### src/rtl/lcd_capture.sv
// Parallel RGB565 LCD sink: recovers pixel x/y from DEN/VSYNC, checks frame geometry,
// locks after consecutive good frames and writes thresholded 1-bit pixels to a 64Kx1 buffer.
module lcd_capture #(
    parameter int unsigned H_ACTIVE    = 480,
    parameter int unsigned V_ACTIVE    = 272,
    parameter bit          VSYNC_POL   = 1'b0,
    parameter int unsigned THRESH      = 94,
    parameter int unsigned LOCK_FRAMES = 2
) (
    input  logic        i_clk,
    input  logic        i_rst,
    input  logic        i_vsync,
    input  logic        i_den,
    input  logic [4:0]  i_r,
    input  logic [5:0]  i_g,
    input  logic [4:0]  i_b,
    output logic        o_wr_en,
    output logic [15:0] o_wr_addr,
    output logic        o_wr_data,
    output logic        o_frame_start,
    output logic        o_locked,
    output logic        o_err,
    output logic [9:0]  o_line_len,
    output logic [9:0]  o_line_cnt
);

    localparam logic [9:0] HLen    = 10'(H_ACTIVE);
    localparam logic [9:0] VLen    = 10'(V_ACTIVE);
    localparam logic [7:0] LumaMin = 8'(THRESH);
    localparam logic [2:0] LockCnt = 3'(LOCK_FRAMES);

    typedef enum logic [1:0] {
        StSearch  = 2'd0,
        StMeasure = 2'd1,
        StLocked  = 2'd2
    } state_t;

    state_t     r_state;
    logic       r_vs1;
    logic       r_vs1_p;
    logic       r_den1;
    logic       r_den1_p;
    logic [4:0] r_r1;
    logic [5:0] r_g1;
    logic [4:0] r_b1;
    logic [9:0] r_x;
    logic [9:0] r_y;
    logic [2:0] r_good;
    logic       r_bad;
    logic       r_skip;

    logic       w_vs_lead;
    logic       w_den_rise;
    logic       w_den_fall;
    logic       w_den_across;
    logic [9:0] w_px_x;
    logic [9:0] w_px_y;
    logic [9:0] w_x_next;
    logic [9:0] w_y_inc;
    logic [9:0] w_lines;
    logic       w_line_inc;
    logic       w_line_bad;
    logic       w_frame_bad;
    logic [2:0] w_good_inc;
    logic       w_to_locked;
    logic       w_drop;
    logic       w_locked_next;
    logic [7:0] w_luma;
    logic       w_pix;
    logic       w_wr;

    // VSYNC normalised to active-high at the input register
    always_ff @(posedge i_clk or posedge i_rst) begin
        if (i_rst) begin
            r_vs1    <= 1'b0;
            r_vs1_p  <= 1'b0;
            r_den1   <= 1'b0;
            r_den1_p <= 1'b0;
            r_r1     <= '0;
            r_g1     <= '0;
            r_b1     <= '0;
        end else begin
            r_vs1    <= (i_vsync == VSYNC_POL);
            r_vs1_p  <= r_vs1;
            r_den1   <= i_den;
            r_den1_p <= r_den1;
            r_r1     <= i_r;
            r_g1     <= i_g;
            r_b1     <= i_b;
        end
    end

    assign w_vs_lead    = r_vs1 & ~r_vs1_p;
    assign w_den_rise   = r_den1 & ~r_den1_p;
    assign w_den_fall   = ~r_den1 & r_den1_p;
    assign w_den_across = r_den1 & r_den1_p;

    // Frame end is handled before a coincident DEN rise, so that pixel lands on x=0, y=0
    assign w_px_x   = w_den_rise ? '0 : r_x;
    assign w_px_y   = w_vs_lead ? '0 : r_y;
    assign w_x_next = (&w_px_x) ? w_px_x : w_px_x + 10'd1;
    assign w_y_inc  = (&r_y) ? r_y : r_y + 10'd1;

    // A line that straddled the VSYNC edge is excluded from the new frame's line count
    assign w_line_inc  = w_den_fall & ~r_skip;
    assign w_line_bad  = w_line_inc & (r_x != HLen);
    assign w_lines     = w_line_inc ? w_y_inc : r_y;
    assign w_frame_bad = r_bad | w_line_bad | (w_lines != VLen);
    assign w_good_inc  = r_good + 3'd1;

    assign w_to_locked   = (r_state == StMeasure) & w_vs_lead & ~w_frame_bad &
                           (w_good_inc == LockCnt);
    assign w_drop        = (r_state == StLocked) & (w_line_bad | (w_vs_lead & w_frame_bad));
    assign w_locked_next = w_to_locked | ((r_state == StLocked) & ~w_drop);

    assign w_luma = {2'b00, r_r1, 1'b0} + {2'b00, r_g1} + {2'b00, r_b1, 1'b0};
    assign w_pix  = (w_luma >= LumaMin);
    assign w_wr   = w_locked_next & r_den1 & ~w_px_x[0] & (w_px_y[9:8] == 2'b00);

    always_ff @(posedge i_clk or posedge i_rst) begin
        if (i_rst) begin
            r_x           <= '0;
            r_y           <= '0;
            r_bad         <= 1'b0;
            r_skip        <= 1'b0;
            o_line_len    <= '0;
            o_line_cnt    <= '0;
            o_frame_start <= 1'b0;
        end else begin
            if (r_den1) begin
                r_x <= w_x_next;
            end
            if (w_vs_lead) begin
                r_y    <= '0;
                r_skip <= w_den_across;
                r_bad  <= w_den_across;
            end else begin
                if (w_line_inc) begin
                    r_y <= w_y_inc;
                end
                if (w_den_fall) begin
                    r_skip <= 1'b0;
                end
                if (w_line_bad) begin
                    r_bad <= 1'b1;
                end
            end
            if (w_den_fall) begin
                o_line_len <= r_x;
            end
            if (w_vs_lead) begin
                o_line_cnt <= w_lines;
            end
            o_frame_start <= w_vs_lead;
        end
    end

    always_ff @(posedge i_clk or posedge i_rst) begin
        if (i_rst) begin
            r_state   <= StSearch;
            r_good    <= '0;
            o_locked  <= 1'b0;
            o_err     <= 1'b0;
            o_wr_en   <= 1'b0;
            o_wr_addr <= '0;
            o_wr_data <= 1'b0;
        end else begin
            o_locked <= w_locked_next;
            o_err    <= w_drop;
            o_wr_en  <= w_wr;
            if (w_wr) begin
                o_wr_addr <= {w_px_y[7:0], w_px_x[8:1]};
                o_wr_data <= w_pix;
            end
            unique case (r_state)
                StSearch: begin
                    r_good <= '0;
                    if (w_vs_lead) begin
                        r_state <= StMeasure;
                    end
                end
                StMeasure: begin
                    if (w_vs_lead) begin
                        if (w_frame_bad) begin
                            r_good <= '0;
                        end else if (w_to_locked) begin
                            r_good  <= '0;
                            r_state <= StLocked;
                        end else begin
                            r_good <= w_good_inc;
                        end
                    end
                end
                StLocked: begin
                    if (w_drop) begin
                        r_good  <= '0;
                        r_state <= StSearch;
                    end
                end
                default: begin
                    r_good  <= '0;
                    r_state <= StSearch;
                end
            endcase
        end
    end

endmodule

### config.mk
export PLATFORM = sky130hd
export DESIGN_NAME = lcd_capture
export DESIGN_NICKNAME = d
export VERILOG_FILES = /design/src/rtl/lcd_capture.sv
export SDC_FILE = /design/constraint.sdc
export NUM_CORES = 1
export LEC_CHECK = 0
export CORE_UTILIZATION = 55
export DETAILED_ROUTE_END_ITERATION = 16
export PLACE_DENSITY = 0.84
export SLEW_MARGIN = 20
export SYNTH_ARGS = -nofsm -noshare
export SYNTH_HDL_FRONTEND = slang
export SYNTH_SLANG_ARGS = --single-unit
export TNS_END_PERCENT = 30
### constraint.sdc
create_clock -name i_clk -period 4.6 [get_ports i_clk]
set_input_delay 0.69 -clock i_clk [delete_from_list [all_inputs] [get_ports i_clk]]
set_output_delay 0.69 -clock i_clk [all_outputs]
set_load 0.02 [all_outputs]
==> results by group <==
Global route
  • Gr ovfl total: 0
  • Via count of the first global-routing pass: 2,858
  • Global-route wire length before repair: 13,560 um
  • Number of antenna violations at the first check in global routing: 0
  • Aggregate global-route resource usage: a little under a quarter
  • Largest net degree at the start of global routing: between 60 and 70

Floorplan
  • Die Wd: just under 90 um
  • Top-level port count: between 60 and 70
  • Full die area: a little under 8000 um2
  • Standard-cell row count: 31
  • Core area: ~7000 um2
  • Initial Utilization: 56.50%
  • Chip height: roughly 88 um

STA
  • Final hold vios: 0
  • Slew Viols, Final: 0
  • Final number of setup-violating endpoints: 0
  • Slew @ Worst Pin: 0.7670 ns
  • Clock period minus worst slack: 3.291 ns
  • Clock tree skew after final layout: roughly 0.014 ns
  • Total Negative Setup Slacks: 0 ns
  • Highest achievable clock rate: slightly above 0.3 GHz
  • Worst max-slew margin expressed relative to the limit: about 49%
  • Period utilization: between 70% and 80%
  • RSZ-0062 raised after global routing: no

Yosys
  • Sequential share of the synthesized area: a little over half
  • Net count after synthesis: 396
  • Number of enable flip-flop cells after synthesis: 0
  • Dominant cell type by area after synthesis: dfrtp_1
  • Synthesized instance count: between 300 and 400
  • #FFs+latches synth: 87
  • Number of different library cells in the post-synthesis netlist: 62
  • Average cell area after synthesis: approximately 11 um2
  • Netlist Area Pre-Place: 4076 um2
  • Post-synth top area share: 53.41%
  • Number of warnings reported in the yosys synthesis log: 0
  • Post-synth top flop: dfrtp_1
  • Leading post-synthesis cells by cell area: dfrtp_1 53%, mux2_2 3.6%, fa_1 2.9%, nand2_1 2.9%, o21ai_0 2.8%
  • Proportion of register bits with asynchronous set or reset after synthesis: 100.0%

Clock tree
  • TritonCTS clock tree: built
  • Post-CTS sizing: 0
  • # hold bufs at CTS: 0
  • CTS buffer count: 9
  • Number of sinks on the clock net: 87
  • Worst-case clock buffer depth: 2
  • Root Buffer: clkbuf_8
  • Post-CTS Setup Bufs: 0
  • Register clock-pin slew on the reported worst setup and hold paths: 0.09 ns
  • H-tree lvl count: 3
  • Clock latency reported for the late side of the worst-skew pair: ~0.36 ns

Hold path
  • Cell depth of the worst min-delay path: 0
  • Hold WC Path Type: flop to flop

Route
  • Length of routed met3 wiring: approximately 380 um
  • Met1 WL: roughly 3600 um
  • DR vias/cell: 5.608
  • Final antenna-violating net count: 0
  • Detailed Routing Iterations Pass 1: 4
  • Via total after detailed routing: roughly 2,900
  • Post-detailed-route wirelength per cell: about 15 um
  • DRT iter0 DRCs: about 120
  • Uppermost routed layer: met4
  • Wire length on met2: slightly below 4000 um
  • Count of unresolved DRC violations after routing: 0
  • Total wirelength of the detailed-routed design: roughly 8000 um

Setup path
  • Sort of element at the start of the critical path: flop
  • Critical path type: flop to flop
  • Reg2reg path depth: 7
  • Worst Path Arrival: around 3.5 ns
  • Category of the worst setup path capture point: flop
  • Largest fanout on the critical path: 18
  • Required arrival time at the worst endpoint: about 4.9 ns

Final layout
  • Layout overhead on the synthesized area: 20.69%
  • Most common library cell in the layout ignoring fill and taps: dfrtp_1
  • Share of post-route cells with drive strength above 1: 11.56%
  • NumNets Final: about 450
  • Antenna diode count: 0
  • Most used cells in the layout excluding fill and tap cells: 87 x dfrtp_1, 59 x clkdlybuf4s50_1, 31 x nand2_1, 26 x nor2_1, 23 x o21ai_0

Power
  • Sequential cell fraction of total power: between 50% and 60%
  • Sw frac: roughly 28%
  • Worst-case vdd ir drop: ~0.19 mV
  • Power Internal: ~1.2 mW
  • Combinational cell fraction of total power: 17.1%
  • Net Sw Power: about 0.46 mW
  • Leakage power: roughly 2.2 nW
  • Total power per unit cell area: 331.9 nW/um2
  • Total power after layout: 1.633 mW
  • Clock share of power: a little under a third

Status
  • Result of the run: finished clean

Placed design
  • Half-perimeter wire length of the detailed placement result: ~5700 um
  • Weighted congestion reported at the end of routability-driven placement: around 0.85
  • Number of I/O port buffers: just under 60

Run
  • Max-cap violations: 0
[metal layers]
| layer | track usage [%] | up-vias |
|---|---|---|
| met5 | 0 | - |
| li1 | - | 1378 |
| met1 | 31.24 | 1456 |
| met3 | 6.880 | 16 |
| met4 | 8.798 | 0 |
| met2 | 35.87 | 83 |
[cell families (layout without fill, tap and decap cells)]
kind of cell             after synthesis  after routing  share of synthesized area, %
flip-flops                            87             87                         53.41
adder cells (fa/ha/maj)               15             15                         5.648
XOR/XNOR                              10             10                         2.148
buffers and inverters                 39            101                         4.021
multiplexers                          24             24                         6.384
AO/OA/AOI/OAI                         73             73                         13.08
AND/OR/NAND/NOR                      114            114                         15.32
[path summary, 6_finish.rpt]
path	from	to	slack, ns
max	r_den1$_DFF_PP0_	o_wr_data$_DFFE_PP0P_	1.31
min	r_vs1$_DFF_PP0_	r_vs1_p$_DFF_PP0_	0.38
max reg2reg	r_den1$_DFF_PP0_	o_wr_data$_DFFE_PP0P_	1.31
min reg2reg	r_vs1$_DFF_PP0_	r_vs1_p$_DFF_PP0_	0.38
max in group asynchronous	i_rst	r_good[2]$_DFFE_PP0P_	2.97
min in group asynchronous	i_rst	r_r1[2]$_DFF_PP0_	0.82
[state kept, by name, indices dropped and copies added, names as in the netlist, 5 cells and up]
signal,cells
r_r1,5
o_wr_addr,16
o_line_len,10
r_g1,5
r_b1,5
r_y,10
o_line_cnt,10
r_x,10
[final cells by class]
| class | instances | area, um2 |
|---|---|---|
| Fill cell | 546 | 2295 |
| Sequential cell | 87 | 2177 |
| Multi-Input combinational cell | 236 | 1735 |
| Timing Repair Buffer | 61 | 605.6 |
| Clock buffer | 12 | 155.1 |
| Tap cell | 99 | 123.9 |
| Inverter | 24 | 92.59 |
| Clock inverter | 4 | 30.03 |
[cell usage after synthesis (2+ instances only)]
cell and count:
a211oi_1 3, a21boi_0 2, a21o_1 2, a21oi_1 13, a22o_1 8, and2_1 2, and3_1 7, and4_1 3
buf_2 5, clkbuf_1 7, dfrtp_1 87, fa_1 6, ha_1 8, inv_1 23, mux2_1 3, mux2_2 13
mux2i_1 8, nand2_1 31, nand2b_1 8, nand3_1 10, nand4_1 4, nand4b_1 4, nor2_1 26, nor2b_1 4
nor3b_2 2, o211ai_1 3, o211ai_2 2, o21ai_0 23, o31ai_1 3, or2_2 2, xnor2_1 6, xor2_1 4
[critical path, cell delays in order (launching register included)]
cell	delay, ns
dfrtp_1	0.57
or3b_1	0.63
nor4_4	0.34
mux2i_1	0.44
o2111ai_2	0.23
nor3b_2	0.37
o21ai_4	0.23
mux2_1	0.37
[stage by stage]
stage          util [%]  hold slack, ns  cells  worst slack (ns)  cell area, um2
2_1_floorplan         -          0.3546    362             1.660            4076
3_3_place_gp      65.61          0.3656    507             1.349            4733
3_5_place_dp      65.61          0.3716    507             1.303            4733
4_1_cts           68.18          0.3894    523             1.289            4918
5_1_grt           68.19          0.4110    523             1.110            4920
6_report          68.19          0.3822    523             1.309            4920
[power by group through the flow]
stage / Clock, mW / Sequential [mW] / Combinational, mW
after CTS: 0.503 / 0.860 / 0.281
final: 0.493 / 0.861 / 0.279
after global routing: 0.541 / 0.868 / 0.305
after detailed placement: 0 / 0.876 / 0.278
after floorplan: 0 / 0.888 / 0.159
after global placement: 0 / 0.873 / 0.265
Power figures use the tool's default switching activity.
